[config.mk]
export PLATFORM = sky130hd
export DESIGN_NAME = piece_move_ctrl
export DESIGN_NICKNAME = d
export VERILOG_FILES = /design/src/rtl/piece_move_ctrl_pkg.sv /design/src/rtl/piece_move_ctrl_lut.sv /design/src/rtl/piece_move_ctrl.sv
export SDC_FILE = /design/constraint.sdc
export NUM_CORES = 1
export LEC_CHECK = 0
export CAP_MARGIN = 30
export CORE_MARGIN = 3
export CORE_UTILIZATION = 40
export DETAILED_ROUTE_END_ITERATION = 12
export PLACE_DENSITY = 0.68
export SLEW_MARGIN = 10
export SYNTH_ARGS = -nofsm -noshare
export SYNTH_HDL_FRONTEND = slang
export SYNTH_SLANG_ARGS = --single-unit
[constraint.sdc]
create_clock -name clk -period 4.5 [get_ports clk]
set_clock_uncertainty 0.1 [all_clocks]
set_input_delay 0.9 -clock clk [delete_from_list [all_inputs] [get_ports clk]]
set_output_delay 0.9 -clock clk [all_outputs]
set_load 0.02 [all_outputs]
[src/rtl/piece_move_ctrl_pkg.sv]
// Shared types and constants for the active-piece controller: block codes,
// board defaults, spawn origin, FSM/request encodings and a shape helper.
package piece_move_ctrl_pkg;

  localparam int BOARD_W_DEF = 10;
  localparam int BOARD_H_DEF = 20;
  localparam int X_W_DEF     = 4;
  localparam int Y_W_DEF     = 5;
  localparam int SPAWN_X     = 3;
  localparam int SPAWN_Y     = 0;

  typedef enum logic [2:0] {
    BLK_I   = 3'd0,
    BLK_J   = 3'd1,
    BLK_L   = 3'd2,
    BLK_O   = 3'd3,
    BLK_S   = 3'd4,
    BLK_T   = 3'd5,
    BLK_Z   = 3'd6,
    BLK_BAD = 3'd7
  } blk_e;

  typedef enum logic [1:0] {
    ST_IDLE    = 2'd0,
    ST_CHECK   = 2'd1,
    ST_DRAIN   = 2'd2,
    ST_RESOLVE = 2'd3
  } state_e;

  typedef enum logic [2:0] {
    REQ_SPAWN = 3'd0,
    REQ_DOWN  = 3'd1,
    REQ_LEFT  = 3'd2,
    REQ_RIGHT = 3'd3,
    REQ_ROT   = 3'd4
  } req_e;

  // Four cell offsets, cell k in bits [2k+1:2k] of x and y.
  typedef struct packed {
    logic [7:0] x;
    logic [7:0] y;
  } shape_t;

  function automatic shape_t mk_shape(input int x0, input int y0, input int x1, input int y1,
                                      input int x2, input int y2, input int x3, input int y3);
    shape_t s;
    s.x = {2'(x3), 2'(x2), 2'(x1), 2'(x0)};
    s.y = {2'(y3), 2'(y2), 2'(y1), 2'(y0)};
    return s;
  endfunction

endpackage

[src/rtl/piece_move_ctrl_lut.sv]
// Shape LUT: block type + rotation -> four (x,y) cell offsets inside a 4x4 box.
// Shapes are packed against the top-left corner of the box.
module piece_move_ctrl_lut
  import piece_move_ctrl_pkg::*;
(
  input  logic [2:0] blk,
  input  logic [1:0] rot,
  output logic [7:0] ofs_x,
  output logic [7:0] ofs_y
);

  shape_t s;

  // Pure table lookup; code 7 falls back to the O shape.
  always_comb begin
    s = mk_shape(0,0, 1,0, 0,1, 1,1);
    case (blk)
      BLK_I: s = rot[0] ? mk_shape(0,0, 0,1, 0,2, 0,3) : mk_shape(0,0, 1,0, 2,0, 3,0);
      BLK_J:
        case (rot)
          2'd0:    s = mk_shape(0,0, 0,1, 1,1, 2,1);
          2'd1:    s = mk_shape(0,0, 1,0, 0,1, 0,2);
          2'd2:    s = mk_shape(0,0, 1,0, 2,0, 2,1);
          default: s = mk_shape(1,0, 1,1, 0,2, 1,2);
        endcase
      BLK_L:
        case (rot)
          2'd0:    s = mk_shape(2,0, 0,1, 1,1, 2,1);
          2'd1:    s = mk_shape(0,0, 0,1, 0,2, 1,2);
          2'd2:    s = mk_shape(0,0, 1,0, 2,0, 0,1);
          default: s = mk_shape(0,0, 1,0, 1,1, 1,2);
        endcase
      BLK_S: s = rot[0] ? mk_shape(0,0, 0,1, 1,1, 1,2) : mk_shape(1,0, 2,0, 0,1, 1,1);
      BLK_T:
        case (rot)
          2'd0:    s = mk_shape(1,0, 0,1, 1,1, 2,1);
          2'd1:    s = mk_shape(0,0, 0,1, 1,1, 0,2);
          2'd2:    s = mk_shape(0,0, 1,0, 2,0, 1,1);
          default: s = mk_shape(1,0, 0,1, 1,1, 1,2);
        endcase
      BLK_Z: s = rot[0] ? mk_shape(1,0, 0,1, 1,1, 0,2) : mk_shape(0,0, 1,0, 1,1, 2,1);
      default: ;
    endcase
  end

  assign ofs_x = s.x;
  assign ofs_y = s.y;

endmodule

[src/rtl/piece_move_ctrl.sv]
// Active-piece controller. Takes one spawn/move/rotate request at a time, walks
// the candidate's four cells through bounds and board-occupancy checks, and
// commits the candidate pose only when every cell is free.
//
//  state      | meaning
//  -----------+-------------------------------------------------------------
//  ST_IDLE    | waiting; requests sampled here only (and not after game over)
//  ST_CHECK   | idx 0..3: address cell idx, bounds-check it, sample occ of idx-1
//  ST_DRAIN   | sample occupancy of cell 3 (1-cycle read latency)
//  ST_RESOLVE | commit or reject; done/accepted/landed appear next cycle
module piece_move_ctrl
  import piece_move_ctrl_pkg::*;
#(
  parameter int BOARD_W = BOARD_W_DEF,
  parameter int BOARD_H = BOARD_H_DEF,
  parameter int X_W     = X_W_DEF,
  parameter int Y_W     = Y_W_DEF
) (
  input  logic           clk,
  input  logic           reset,
  input  logic           spawn,
  input  logic [2:0]     spawn_block,
  input  logic           move_left,
  input  logic           move_right,
  input  logic           move_down,
  input  logic           rotate,
  output logic [X_W-1:0] brd_rd_x,
  output logic [Y_W-1:0] brd_rd_y,
  input  logic           brd_occ,
  output logic [2:0]     piece_block,
  output logic [1:0]     piece_rot,
  output logic [X_W-1:0] piece_x,
  output logic [Y_W-1:0] piece_y,
  output logic           piece_valid,
  output logic           busy,
  output logic           done,
  output logic           accepted,
  output logic           landed,
  output logic           game_over
);

  localparam logic [X_W:0] X_LIM = (X_W+1)'(BOARD_W);
  localparam logic [Y_W:0] Y_LIM = (Y_W+1)'(BOARD_H);

  state_e         state, state_n;
  req_e           req, req_n;
  logic [1:0]     idx, idx_n;
  logic [2:0]     cand_blk, cand_blk_n;
  logic [1:0]     cand_rot, cand_rot_n;
  logic [X_W-1:0] cand_x, cand_x_n;
  logic [Y_W-1:0] cand_y, cand_y_n;
  logic           coll, coll_n;
  logic [2:0]     piece_block_n;
  logic [1:0]     piece_rot_n;
  logic [X_W-1:0] piece_x_n;
  logic [Y_W-1:0] piece_y_n;
  logic           piece_valid_n, done_n, accepted_n, landed_n, game_over_n;

  logic [7:0]     lut_x, lut_y;
  logic [X_W:0]   cell_x;
  logic [Y_W:0]   cell_y;

  piece_move_ctrl_lut u_lut (
    .blk   (cand_blk),
    .rot   (cand_rot),
    .ofs_x (lut_x),
    .ofs_y (lut_y)
  );

  // Cell coordinates carry one extra bit so an out-of-range cell never wraps.
  assign cell_x = {1'b0, cand_x} + {{(X_W-1){1'b0}}, lut_x[{idx, 1'b0} +: 2]};
  assign cell_y = {1'b0, cand_y} + {{(Y_W-1){1'b0}}, lut_y[{idx, 1'b0} +: 2]};
  assign busy   = (state != ST_IDLE);

  // Next-state, candidate, collision and commit logic.
  always_comb begin
    state_n       = state;
    req_n         = req;
    idx_n         = idx;
    cand_blk_n    = cand_blk;
    cand_rot_n    = cand_rot;
    cand_x_n      = cand_x;
    cand_y_n      = cand_y;
    coll_n        = coll;
    piece_block_n = piece_block;
    piece_rot_n   = piece_rot;
    piece_x_n     = piece_x;
    piece_y_n     = piece_y;
    piece_valid_n = piece_valid;
    game_over_n   = game_over;
    done_n        = 1'b0;
    accepted_n    = 1'b0;
    landed_n      = 1'b0;
    brd_rd_x      = '0;
    brd_rd_y      = '0;
    case (state)
      ST_IDLE: begin
        cand_blk_n = piece_block;
        cand_rot_n = piece_rot;
        cand_x_n   = piece_x;
        cand_y_n   = piece_y;
        coll_n     = 1'b0;
        idx_n      = 2'd0;
        if (!game_over) begin
          // A spawn with code 7 still wins priority, so it swallows the cycle.
          if (spawn) begin
            if (spawn_block != 3'(BLK_BAD)) begin
              state_n    = ST_CHECK;
              req_n      = REQ_SPAWN;
              cand_blk_n = spawn_block;
              cand_rot_n = 2'd0;
              cand_x_n   = X_W'(SPAWN_X);
              cand_y_n   = Y_W'(SPAWN_Y);
            end
          end else if (piece_valid) begin
            if (move_down) begin
              state_n  = ST_CHECK;
              req_n    = REQ_DOWN;
              cand_y_n = piece_y + 1'b1;
            end else if (move_left) begin
              state_n  = ST_CHECK;
              req_n    = REQ_LEFT;
              cand_x_n = piece_x - 1'b1;
              coll_n   = (piece_x == '0);
            end else if (move_right) begin
              state_n  = ST_CHECK;
              req_n    = REQ_RIGHT;
              cand_x_n = piece_x + 1'b1;
            end else if (rotate) begin
              state_n    = ST_CHECK;
              req_n      = REQ_ROT;
              cand_rot_n = piece_rot + 2'd1;
            end
          end
        end
      end
      ST_CHECK: begin
        brd_rd_x = cell_x[X_W-1:0];
        brd_rd_y = cell_y[Y_W-1:0];
        if ((cell_x >= X_LIM) || (cell_y >= Y_LIM)) coll_n = 1'b1;
        if ((idx != 2'd0) && brd_occ) coll_n = 1'b1;
        if (idx == 2'd3) state_n = ST_DRAIN;
        else             idx_n   = idx + 2'd1;
      end
      ST_DRAIN: begin
        if (brd_occ) coll_n = 1'b1;
        state_n = ST_RESOLVE;
      end
      default: begin
        state_n = ST_IDLE;
        done_n  = 1'b1;
        if (!coll) begin
          accepted_n    = 1'b1;
          piece_block_n = cand_blk;
          piece_rot_n   = cand_rot;
          piece_x_n     = cand_x;
          piece_y_n     = cand_y;
          if (req == REQ_SPAWN) piece_valid_n = 1'b1;
        end else if (req == REQ_DOWN) begin
          landed_n      = 1'b1;
          piece_valid_n = 1'b0;
        end else if (req == REQ_SPAWN) begin
          game_over_n = 1'b1;
        end
      end
    endcase
  end

  // State and output registers; reset aborts any request in flight.
  always_ff @(posedge clk) begin
    if (reset) begin
      state       <= ST_IDLE;
      req         <= REQ_SPAWN;
      idx         <= '0;
      cand_blk    <= '0;
      cand_rot    <= '0;
      cand_x      <= '0;
      cand_y      <= '0;
      coll        <= 1'b0;
      piece_block <= '0;
      piece_rot   <= '0;
      piece_x     <= '0;
      piece_y     <= '0;
      piece_valid <= 1'b0;
      done        <= 1'b0;
      accepted    <= 1'b0;
      landed      <= 1'b0;
      game_over   <= 1'b0;
    end else begin
      state       <= state_n;
      req         <= req_n;
      idx         <= idx_n;
      cand_blk    <= cand_blk_n;
      cand_rot    <= cand_rot_n;
      cand_x      <= cand_x_n;
      cand_y      <= cand_y_n;
      coll        <= coll_n;
      piece_block <= piece_block_n;
      piece_rot   <= piece_rot_n;
      piece_x     <= piece_x_n;
      piece_y     <= piece_y_n;
      piece_valid <= piece_valid_n;
      done        <= done_n;
      accepted    <= accepted_n;
      landed      <= landed_n;
      game_over   <= game_over_n;
    end
  end

endmodule
==> flow_summary.toml <==
[floorplan]
core_um2 = 6980
die_area_um2 = 8450
die_x_um = 91.9
start_util = 0.423
io_pins = 40
rows = 30
die_h_um = 91.9

[sta]
tightestPinTransition_ps = 607
finalMaxSlewViolations = 0
maxSlewHeadroom = 0.595
min_period_over_period = 0.950
max_clock_freq_mhz = 234
fin_setup_tns_ps = 0
period_minus_slack_ps = 4270
hold_viol_final = 0
final-setup-viol-count = 0
rsz0062_at_grt = "no"

[yosys]
synth_area_um2 = 2950
synth_top_family_by_area = "simple AND/OR/NAND/NOR gates"
synth_compound_area_frac = 0.250
synth_area_per_cell_um2 = 7.40
yosys.area_share.simple = 0.278
synth_edf_count = 0
synthAdderAreaFrac = 0.107
yosys_most_used_dff = "dfxtp_1"
synth_mux_area_frac = 0.0174
synth.distinct_cells = 59
yosysWarnings = 0
synth_async_sr_flop_share = 0
ys_ff_latch = 41
ys_seq_area_frac = 0.278
synthesis.nets = 434
synth_xor_area_frac = 0.0148
synthCells = 399

[layout]
drive_above_1_share = 0.0858
layout_common_cells = "62 x nand2_1, 44 x a21oi_1, 42 x nor2_1"
final_common_cell = "nand2_1"
areaGrowthSynthToFinish_pct = 21.6
nets = 465
stdcell_count = 527
n_antenna_cell = 0

[setup_path]
reg2reg_slack_ps = 720
cp.arrival_ps = 3270
reg2reg_to = "coll$_SDFFE_PP0P_"
crit_type = "reg -> out"
cp-end-kind = "primary output"
critPathRequiredTime_ps = 3500
startpoint_type = "flop"
crit_fanout = 5
r2r_start = "cand_blk[0]$_SDFFE_PP0P_"
worstRegToRegCells = 13

[outcome]
run_status = "finished clean"

[min_path]
hold_start = "req[1]$_SDFFE_PP0P_"
hold_path.class = "reg -> reg"
whs_path_depth = 2
hold_end = "req[1]$_SDFFE_PP0P_"

[detailed_routing]
drc = 0
vias = 2923
routedWlPerCell_um = 15.3
ant_nets = 0
vias_per_cell = 5.55
drt-total-wl_mm = 8.05
drtIter0Drc = 200
drtPass1Iterations = 4

[clock_tree]
cts_made_buffers = 5
clock_latency_ps = 300
htree_levels = 2
cts_tree = "built"
numClockSinks = 41
cts-root-buf = "clkbuf_8"
post_cts.repair.setup_buffers = 0
clk_pin_slew_ps = 70
cts_max_path_buffers = 2

[grt]
antenna_found_initial = 0
grt_pass1_wl_mm = 13.7
grt_overflow = 0
track_usage = 0.198
grt_pass1_vias = 2692
grt_max_degree = 43

[placed_design]
post-dp-hpwl_mm = 5.91
dp_cells = 519
gp_congestion = 0.877
portBuffers = 39

[power]
leakagePower_nw = 1.36
vdd_drop_max_uv = 190
p_per_area_nw_per_um2 = 439

[job]
cap_viol_max_count = 0
## worst max-delay path by stage
stage	start	end	slack, ps	cells past startpoint
after detailed placement	cand_rot[0]$_SDFFE_PP0P_	brd_rd_y[4]	150	13
after global placement	cand_rot[0]$_SDFFE_PP0P_	brd_rd_y[4]	250	13
after global routing	cand_rot[1]$_SDFFE_PP0P_	brd_rd_y[4]	10	13
final	cand_rot[1]$_SDFFE_PP0P_	brd_rd_y[3]	230	13
after floorplan	cand_rot[0]$_SDFFE_PP0P_	coll$_SDFFE_PP0P_	700	15
after CTS	cand_blk[2]$_SDFFE_PP0P_	brd_rd_x[1]	6	11
## metal layers
metal | vias to the layer above | global-route usage | share of wire
li1 | 1476 | - | -
met1 | 1361 | 0.289 | 0.49
met2 | 76 | 0.302 | 0.45
met3 | 10 | 0.0295 | 0.044
met4 | 0 | 0.0557 | 0.012
met5 | - | 0 | 0
## cell families after synthesis
kind of cell | Yosys count
muxes | 5
AOI/OAI and AO/OA | 112
and+or+nand+nor | 168
buffers and inverters | 44
DFF | 41
xor gates and xnor gates | 5
adders and majority gates | 24
## synthesized netlist by cell type (all sizes together) (2+ instances only)
cell | count | area (um^2)
nand2 | 62 | 233
a21oi | 45 | 225
nor2 | 42 | 158
dfxtp | 41 | 821
clkbuf | 22 | 82.6
ha | 22 | 275
inv | 20 | 75.1
o21ai | 11 | 55.1
nor2b | 10 | 62.6
nand3 | 9 | 45.0
nand2b | 7 | 43.8
a211oi | 6 | 45.0
a311oi | 6 | 52.6
a31oi | 5 | 31.3
nor4 | 5 | 37.5
or2 | 5 | 33.8
a221oi | 4 | 35.0
a22oi | 4 | 30.0
mux2i | 4 | 40.0
nand3b | 4 | 30.0
o221ai | 4 | 35.0
xor2 | 4 | 35.0
a211o | 3 | 26.3
and2 | 3 | 18.8
nor3 | 3 | 15.0
nor3b | 3 | 22.5
o21a | 3 | 22.5
or4 | 3 | 22.5
a2bb2oi | 2 | 17.5
and2b | 2 | 15.0
buf | 2 | 7.51
fa | 2 | 40.0
nand4 | 2 | 12.5
nor4b | 2 | 17.5
o211ai | 2 | 15.0
o22ai | 2 | 12.5
o2bb2ai | 2 | 17.5
or3 | 2 | 12.5
## layout make-up
cell class	count	area, um^2
fillers	695	3390
multi-input cells	314	1990
flip-flops and latches	41	823
repair buffers	48	479
well taps	96	120
clock buffers	7	96.3
inverters	20	75.1
clock inverters	1	5.00
## flip-flops by register name, summed over array words and instances, names as in the netlist, 3 cells and up
name,count
cand_blk,3
cand_x,4
cand_y,5
piece_block,3
piece_x,4
piece_y,5
req,3
## critical path, cell delays in order (launching register included)
cell and delay, ps:
dfxtp_1 410, inv_1 120, ha_1 210, or2_2 300
a21boi_0 150, o21ai_0 90, a2bb2oi_1 210, nor2_1 70
ha_1 290, a21oi_2 200, nor2b_1 80, xnor2_1 130
nor2_1 110, clkdlybuf4s50_1 610
## repair_timing
item | 4_1_cts | 5_1_grt
gates resized for setup | 4 | 12
endpoints found under the setup margin | 4 | 7
hold buffers | 0 | 0
gates cloned | 0 | 0
## through the flow
| step | setup WS, ps | hold slack, ps | util | area, um^2 | power (W) |
|---|---|---|---|---|---|
| 6_report | 225 | 362 | 0.514 | 3590 | 0.00157 |
| 2_1_floorplan | 700 | 332 | - | 2950 | 0.00105 |
| 3_3_place_gp | 248 | 345 | 0.495 | 3450 | 0.00129 |
| 4_1_cts | 6.23 | 366 | 0.510 | 3560 | 0.00156 |
| 5_1_grt | 12.1 | 392 | 0.514 | 3590 | 0.00170 |
| 3_5_place_dp | 152 | 354 | 0.495 | 3450 | 0.00129 |
## report_power, final
| part | total [W] | switching (W) | internal (W) |
|---|---|---|---|
| sequential | 0.000530 | 0.000104 | 0.000426 |
| combinational | 0.000778 | 0.000451 | 0.000327 |
| clock | 0.000267 | 0.000128 | 0.000139 |
(Power assumes the default switching activity.)
